==> config.mk <==
export PLATFORM = sky130hd
export DESIGN_NAME = sp_ram_arb_ctrl
export DESIGN_NICKNAME = d
export VERILOG_FILES = /design/src/rtl/sp_ram_arb_ctrl.sv
export SDC_FILE = /design/constraint.sdc
export NUM_CORES = 1
export LEC_CHECK = 0
export CAP_MARGIN = 20
export CORE_AREA = 3 3 95 97
export CTS_CLUSTER_DIAMETER = 150
export CTS_CLUSTER_SIZE = 40
export DETAILED_ROUTE_END_ITERATION = 6
export DIE_AREA = 0 0 98 100
export GPL_ROUTABILITY_DRIVEN = 0
export PLACE_DENSITY = 0.73
export SYNTH_ARGS = -nofsm -noshare
export SYNTH_HDL_FRONTEND = slang
export SYNTH_SLANG_ARGS = --single-unit
export TNS_END_PERCENT = 10
==> constraint.sdc <==
create_clock -name clk -period 1.9 [get_ports clk]
set_input_delay 0.38 -clock clk [delete_from_list [all_inputs] [get_ports clk]]
set_output_delay 0.38 -clock clk [all_outputs]
set_load 0.01 [all_outputs]
==> src/rtl/sp_ram_arb_ctrl.sv <==
// sp_ram_arb_ctrl
//   Round-robin arbiter that shares one single-port SRAM wrapper between two
//   requesters (A and B) using a req/gnt/rvalid handshake. It also includes a
//   zero-fill sequencer that writes 0 to every word after reset (when
//   CLEAR_ON_RESET=1) and whenever clr_start_i is pulsed in RUN.
//
// Ports
//   clk, rst            rising-edge clock, synchronous active-high reset
//   clr_start_i         one-cycle pulse requesting a full-array zero fill
//   clr_busy_o          high while the zero fill is running
//   {a,b}_req_i/gnt_o   request / combinational grant; transfer when both high
//   {a,b}_addr_i, _we_i, _be_i, _wdata_i   access payload
//   {a,b}_rvalid_o      read data valid, one cycle after a read grant
//   {a,b}_rdata_o       read data (both wired to ram_rdata_i)
//   ram_en_o, ram_addr_o, ram_we_o, ram_be_o, ram_wdata_o, ram_rdata_i
//                       SRAM wrapper pins
module sp_ram_arb_ctrl #(
  parameter int unsigned DW             = 32,
  parameter int unsigned AW             = 10,
  parameter bit          CLEAR_ON_RESET = 1'b1
) (
  input  logic            clk,
  input  logic            rst,
  input  logic            clr_start_i,
  output logic            clr_busy_o,
  input  logic            a_req_i,
  output logic            a_gnt_o,
  input  logic [AW-1:0]   a_addr_i,
  input  logic            a_we_i,
  input  logic [DW/8-1:0] a_be_i,
  input  logic [DW-1:0]   a_wdata_i,
  output logic            a_rvalid_o,
  output logic [DW-1:0]   a_rdata_o,
  input  logic            b_req_i,
  output logic            b_gnt_o,
  input  logic [AW-1:0]   b_addr_i,
  input  logic            b_we_i,
  input  logic [DW/8-1:0] b_be_i,
  input  logic [DW-1:0]   b_wdata_i,
  output logic            b_rvalid_o,
  output logic [DW-1:0]   b_rdata_o,
  output logic            ram_en_o,
  output logic [AW-1:0]   ram_addr_o,
  output logic            ram_we_o,
  output logic [DW/8-1:0] ram_be_o,
  output logic [DW-1:0]   ram_wdata_o,
  input  logic [DW-1:0]   ram_rdata_i
);

  localparam int unsigned BW = DW / 8;

  typedef enum logic {
    ST_CLEAR = 1'b0,
    ST_RUN   = 1'b1
  } state_e;

  localparam state_e        RESET_STATE = CLEAR_ON_RESET ? ST_CLEAR : ST_RUN;
  localparam logic [AW-1:0] LAST_ADDR   = {AW{1'b1}};

  state_e        state_q, state_d;
  logic [AW-1:0] cnt_q, cnt_d;
  // Priority pointer: 0 = A wins a tie, 1 = B wins a tie.
  logic          ptr_q, ptr_d;

  // State, clear counter, priority pointer and read-valid registers.
  always_ff @(posedge clk) begin
    if (rst) begin
      state_q    <= RESET_STATE;
      cnt_q      <= '0;
      ptr_q      <= 1'b0;
      a_rvalid_o <= 1'b0;
      b_rvalid_o <= 1'b0;
    end else begin
      state_q    <= state_d;
      cnt_q      <= cnt_d;
      ptr_q      <= ptr_d;
      a_rvalid_o <= a_gnt_o & ~a_we_i;
      b_rvalid_o <= b_gnt_o & ~b_we_i;
    end
  end

  // Next state, arbitration and SRAM pin mux.
  always_comb begin
    state_d     = state_q;
    cnt_d       = cnt_q;
    ptr_d       = ptr_q;
    a_gnt_o     = 1'b0;
    b_gnt_o     = 1'b0;
    ram_en_o    = 1'b0;
    ram_addr_o  = '0;
    ram_we_o    = 1'b0;
    ram_be_o    = '0;
    ram_wdata_o = '0;
    clr_busy_o  = (state_q == ST_CLEAR);

    if (rst) begin
      // Keep the SRAM and requesters quiet while reset is held.
      clr_busy_o = CLEAR_ON_RESET;
    end else begin
      case (state_q)
        ST_CLEAR: begin
          ram_en_o    = 1'b1;
          ram_we_o    = 1'b1;
          ram_be_o    = {BW{1'b1}};
          ram_addr_o  = cnt_q;
          // Wraps to 0 after the last word, leaving the counter ready for the next clear.
          cnt_d       = cnt_q + AW'(1);
          if (cnt_q == LAST_ADDR) begin
            state_d = ST_RUN;
          end
        end
        ST_RUN: begin
          a_gnt_o = a_req_i & (~b_req_i | ~ptr_q);
          b_gnt_o = b_req_i & (~a_req_i | ptr_q);
          if (a_gnt_o) begin
            ptr_d       = 1'b1;
            ram_addr_o  = a_addr_i;
            ram_we_o    = a_we_i;
            ram_be_o    = a_be_i;
            ram_wdata_o = a_wdata_i;
          end else if (b_gnt_o) begin
            ptr_d       = 1'b0;
            ram_addr_o  = b_addr_i;
            ram_we_o    = b_we_i;
            ram_be_o    = b_be_i;
            ram_wdata_o = b_wdata_i;
          end
          ram_en_o = a_gnt_o | b_gnt_o;
          if (clr_start_i) begin
            state_d = ST_CLEAR;
            cnt_d   = '0;
          end
        end
        default: begin
          state_d = RESET_STATE;
          cnt_d   = '0;
        end
      endcase
    end
  end

  assign a_rdata_o = ram_rdata_i;
  assign b_rdata_o = ram_rdata_i;

endmodule

==> flow_metrics.py <==
metrics = {
    "synth": {
        "yosysTopAreaCellShare_pct": 26.9,
        "syn-num-nets": 366,
        "yosys-top-cells-area": "buf_4 27%, a22o_1 15%, dfxtp_1 15%",
        "yosysWarnings": 0,
        "synthArstFlopShare_pct": 0,
        "synth_cells": 234,
        "synth_area_per_cell_sq_um": 7.76,
        "ys_ff_latch": 14,
        "synth-edff-count": 0,
        "synth_ff_type": "dfxtp_1",
        "yosysTopAreaCell": "buf_4",
        "ys_types": 40,
        "seq_area_frac_synth_pct": 15.4,
        "syn_area_sq_um": 1820,
    },
    "layout": {
        "diodes": 0,
        "syn_to_final_growth_pct": 68.0,
        "fillerInstances": 851,
        "fin_util_pct": 37.1,
        "nNetsFinal": 462,
        "design_area_sq_um": 3050,
        "drive_gt1_share_pct": 28.3,
    },
    "worst_setup_path": {
        "worstSetupStartpointType": "flip-flop",
        "path_max_fanout": 7,
        "critPathKind": "reg -> out",
        "endpoint_kind": "primary output",
        "reg2reg_depth": 4,
        "reg2reg_from": "cnt_q[2]",
        "worstPathArrival_ps": 1570,
        "crit_end": "ram_wdata_o[5]",
        "r2r_end": "cnt_q[9]",
        "crit_required_ps": 1520,
        "reg2reg_slack_ps": 420,
        "crit_start": "ptr_q",
    },
    "clock_tree": {
        "cts_num_sinks": 14,
        "cts_max_level": 1,
        "cts_buffers": 3,
        "cts_tree": "built",
        "cts.clk_slew.worst_paths_ps": 60,
        "clk_latency_ps": 250,
        "clock-root-buffer": "clkbuf_8",
        "cts_buffer_depth": 2,
    },
    "global_routing": {
        "grt_max_degree": 40,
        "globalRouteMet1Util_pct": 16.1,
        "top_usage_layer": "met2",
        "grt_pass1_vias": 2064,
        "gr-usage-met3_pct": 3.68,
        "antenna_found_initial": 0,
        "grt_pass1_wl_microns": 11300,
        "grt_usage_pct": 14.6,
        "grt-ovfl-total": 0,
        "grt_util_met2_pct": 26.4,
    },
    "placed_design": {
        "io_buffers": 151,
        "dpl_cell_area_sq_um": 3020,
        "hpwl_microns": 5820,
    },
    "timing": {
        "hold_slack_ps": 505,
        "rsz0062_at_grt": "true",
        "finalClockSkew_ps": 0.539,
        "min_period_over_period_pct": 103,
        "finalSetupViolations": 22,
        "hold_viol": 0,
        "tightest_slew_ps": 320,
        "finalCriticalPeriod_ps": 1950,
        "fmax_mhz": 513,
        "setup_slack_ps": -49.4,
        "final_max_slew_viol_count": 0,
        "relSlewSlack_pct": 78.4,
    },
    "status": {
        "violations": "negative setup slack",
        "status": "finished with violations",
    },
    "detailed_routing": {
        "antenna_left": 0,
        "routed_wl_microns": 7840,
        "vias_per_cell": 4.86,
        "vias": 2110,
        "drtPass1Iterations": 4,
        "drtIter0Drc": 47,
        "wl_per_cell_microns": 18.1,
        "remaining_drc_errors": 0,
    },
    "floorplanning": {
        "coreArea_sq_um": 8220,
        "start_util_pct": 22.1,
        "io_pins": 248,
        "die_w_microns": 98,
        "row_count": 33,
        "dieArea_sq_um": 9800,
        "die_h_microns": 100,
    },
    "power": {
        "vdd_ir_drop_max_uv": 232,
        "power.density_nw_per_um2": 304,
        "leakage_uw": 0.00125,
    },
    "min_path": {
        "hp-class": "in -> reg",
    },
    "run": {
        "cap_violations": 0,
    },
}
worst min-delay path by stage:
stage | startpoint | endpoint | slack [ps] | depth (start not counted)
after global placement | cnt_q[9] | cnt_q[9] | 500 | 2
final | a_req_i | ptr_q | 510 | 3
after detailed placement | cnt_q[9] | cnt_q[9] | 510 | 2
after CTS | a_req_i | ptr_q | 490 | 3
after floorplan | a_we_i | a_rvalid_o | 450 | 1
after global routing | cnt_q[9] | cnt_q[9] | 560 | 2
synth_stat cells, types with 2 or more instances:
library cell,n
a22o_1,32
and2_1,2
inv_1,4
nand3_1,4
nand4_1,2
a31oi_1,2
o21ai_0,3
a32oi_1,14
dfxtp_1,14
nor2b_1,4
a211oi_1,9
a21oi_1,11
buf_4,65
buf_1,3
and3_1,2
nor3b_1,2
clkbuf_1,3
buf_2,12
nor2_1,17
mux2_2,2
nand2b_1,3
nand2_1,5
a311oi_1,2
power by group:
group / switching, uW / internal [uW] / leakage, uW
clock network: 119 / 184 / 0.0000288
logic: 99.6 / 220 / 0.00110
registers: 6.87 / 297 / 0.000115
sequential cells by signal, summed over array words and instances, names as in the netlist:
name,flops
a_rvalid_o,1
b_rvalid_o,1
cnt_q,10
ptr_q,1
state_q,1
final cells by class:
class | count | area, sq um | share of cell area (%)
clock buffer | 4 | 55.1 | 1.80
sequential | 14 | 285 | 9.35
inverter | 4 | 15.0 | 0.492
multi-input combinational | 133 | 991 | 32.5
timing repair buffer | 174 | 1570 | 51.6
tap | 105 | 131 | 4.31
metrics by stage:
stage | TNS, ps | instances | total power, uW | setup WS, ps
after floorplan | 0 | 234 | 513 | 121
after global placement | -37560 | 420 | 630 | -810
after detailed placement | -37300 | 420 | 632 | -789
after CTS | -388 | 428 | 940 | -100
after global routing | -2960 | 434 | 969 | -109
final | -566 | 434 | 928 | -49.4
layout by cell type, fill, tap and decap left out, drive strengths merged, types with 3 or more instances in the layout:
cell type and count:
inv 4, clkbuf 6, a32oi 14, buf 68, nand3 5, clkdlybuf4s50 98, dfxtp 14, nor2b 4
clkdlybuf4s15 4, a21oi 11, nor2 17, o21ai 3, a22o 32, nand2b 3, a211oi 9, nand2 5
cell families (layout without fill, tap and decap cells):
logic type	after synthesis	in the layout	synth area share, %
adder cells (fa/ha/maj)	1	1	0.689
buffers and inverters	87	182	32.2
multiplexers	2	2	1.24
AO/OA/AOI/OAI	80	80	35.4
flip-flops	14	14	15.4
AND/OR/NAND/NOR	50	50	15.0
critical path: stages, from the launching register on:
cell and delay (ps):
dfxtp_4 360, nand2b_4 150, and3_4 200, buf_16 140, buf_8 130, a22o_1 200
buf_2 140
repair_timing:
| action | CTS | global route |
|---|---|---|
| setup endpoints to repair | 51 | 46 |
| pin swaps | 9 | 25 |
| buffers inserted | 1 | 7 |
| hold buffers | 0 | 0 |
| gates cloned | 3 | 0 |
| endpoints found under the hold margin | 0 | 0 |
| gates resized for setup | 210 | 21 |
routing by layer:
metal,wire length [microns],up-vias
li1,-,1001
met2,3910,133
met4,223,0
met1,3050,944
met5,0,-
met3,646,32
Note: power is estimated with default switching activity, not from simulation.
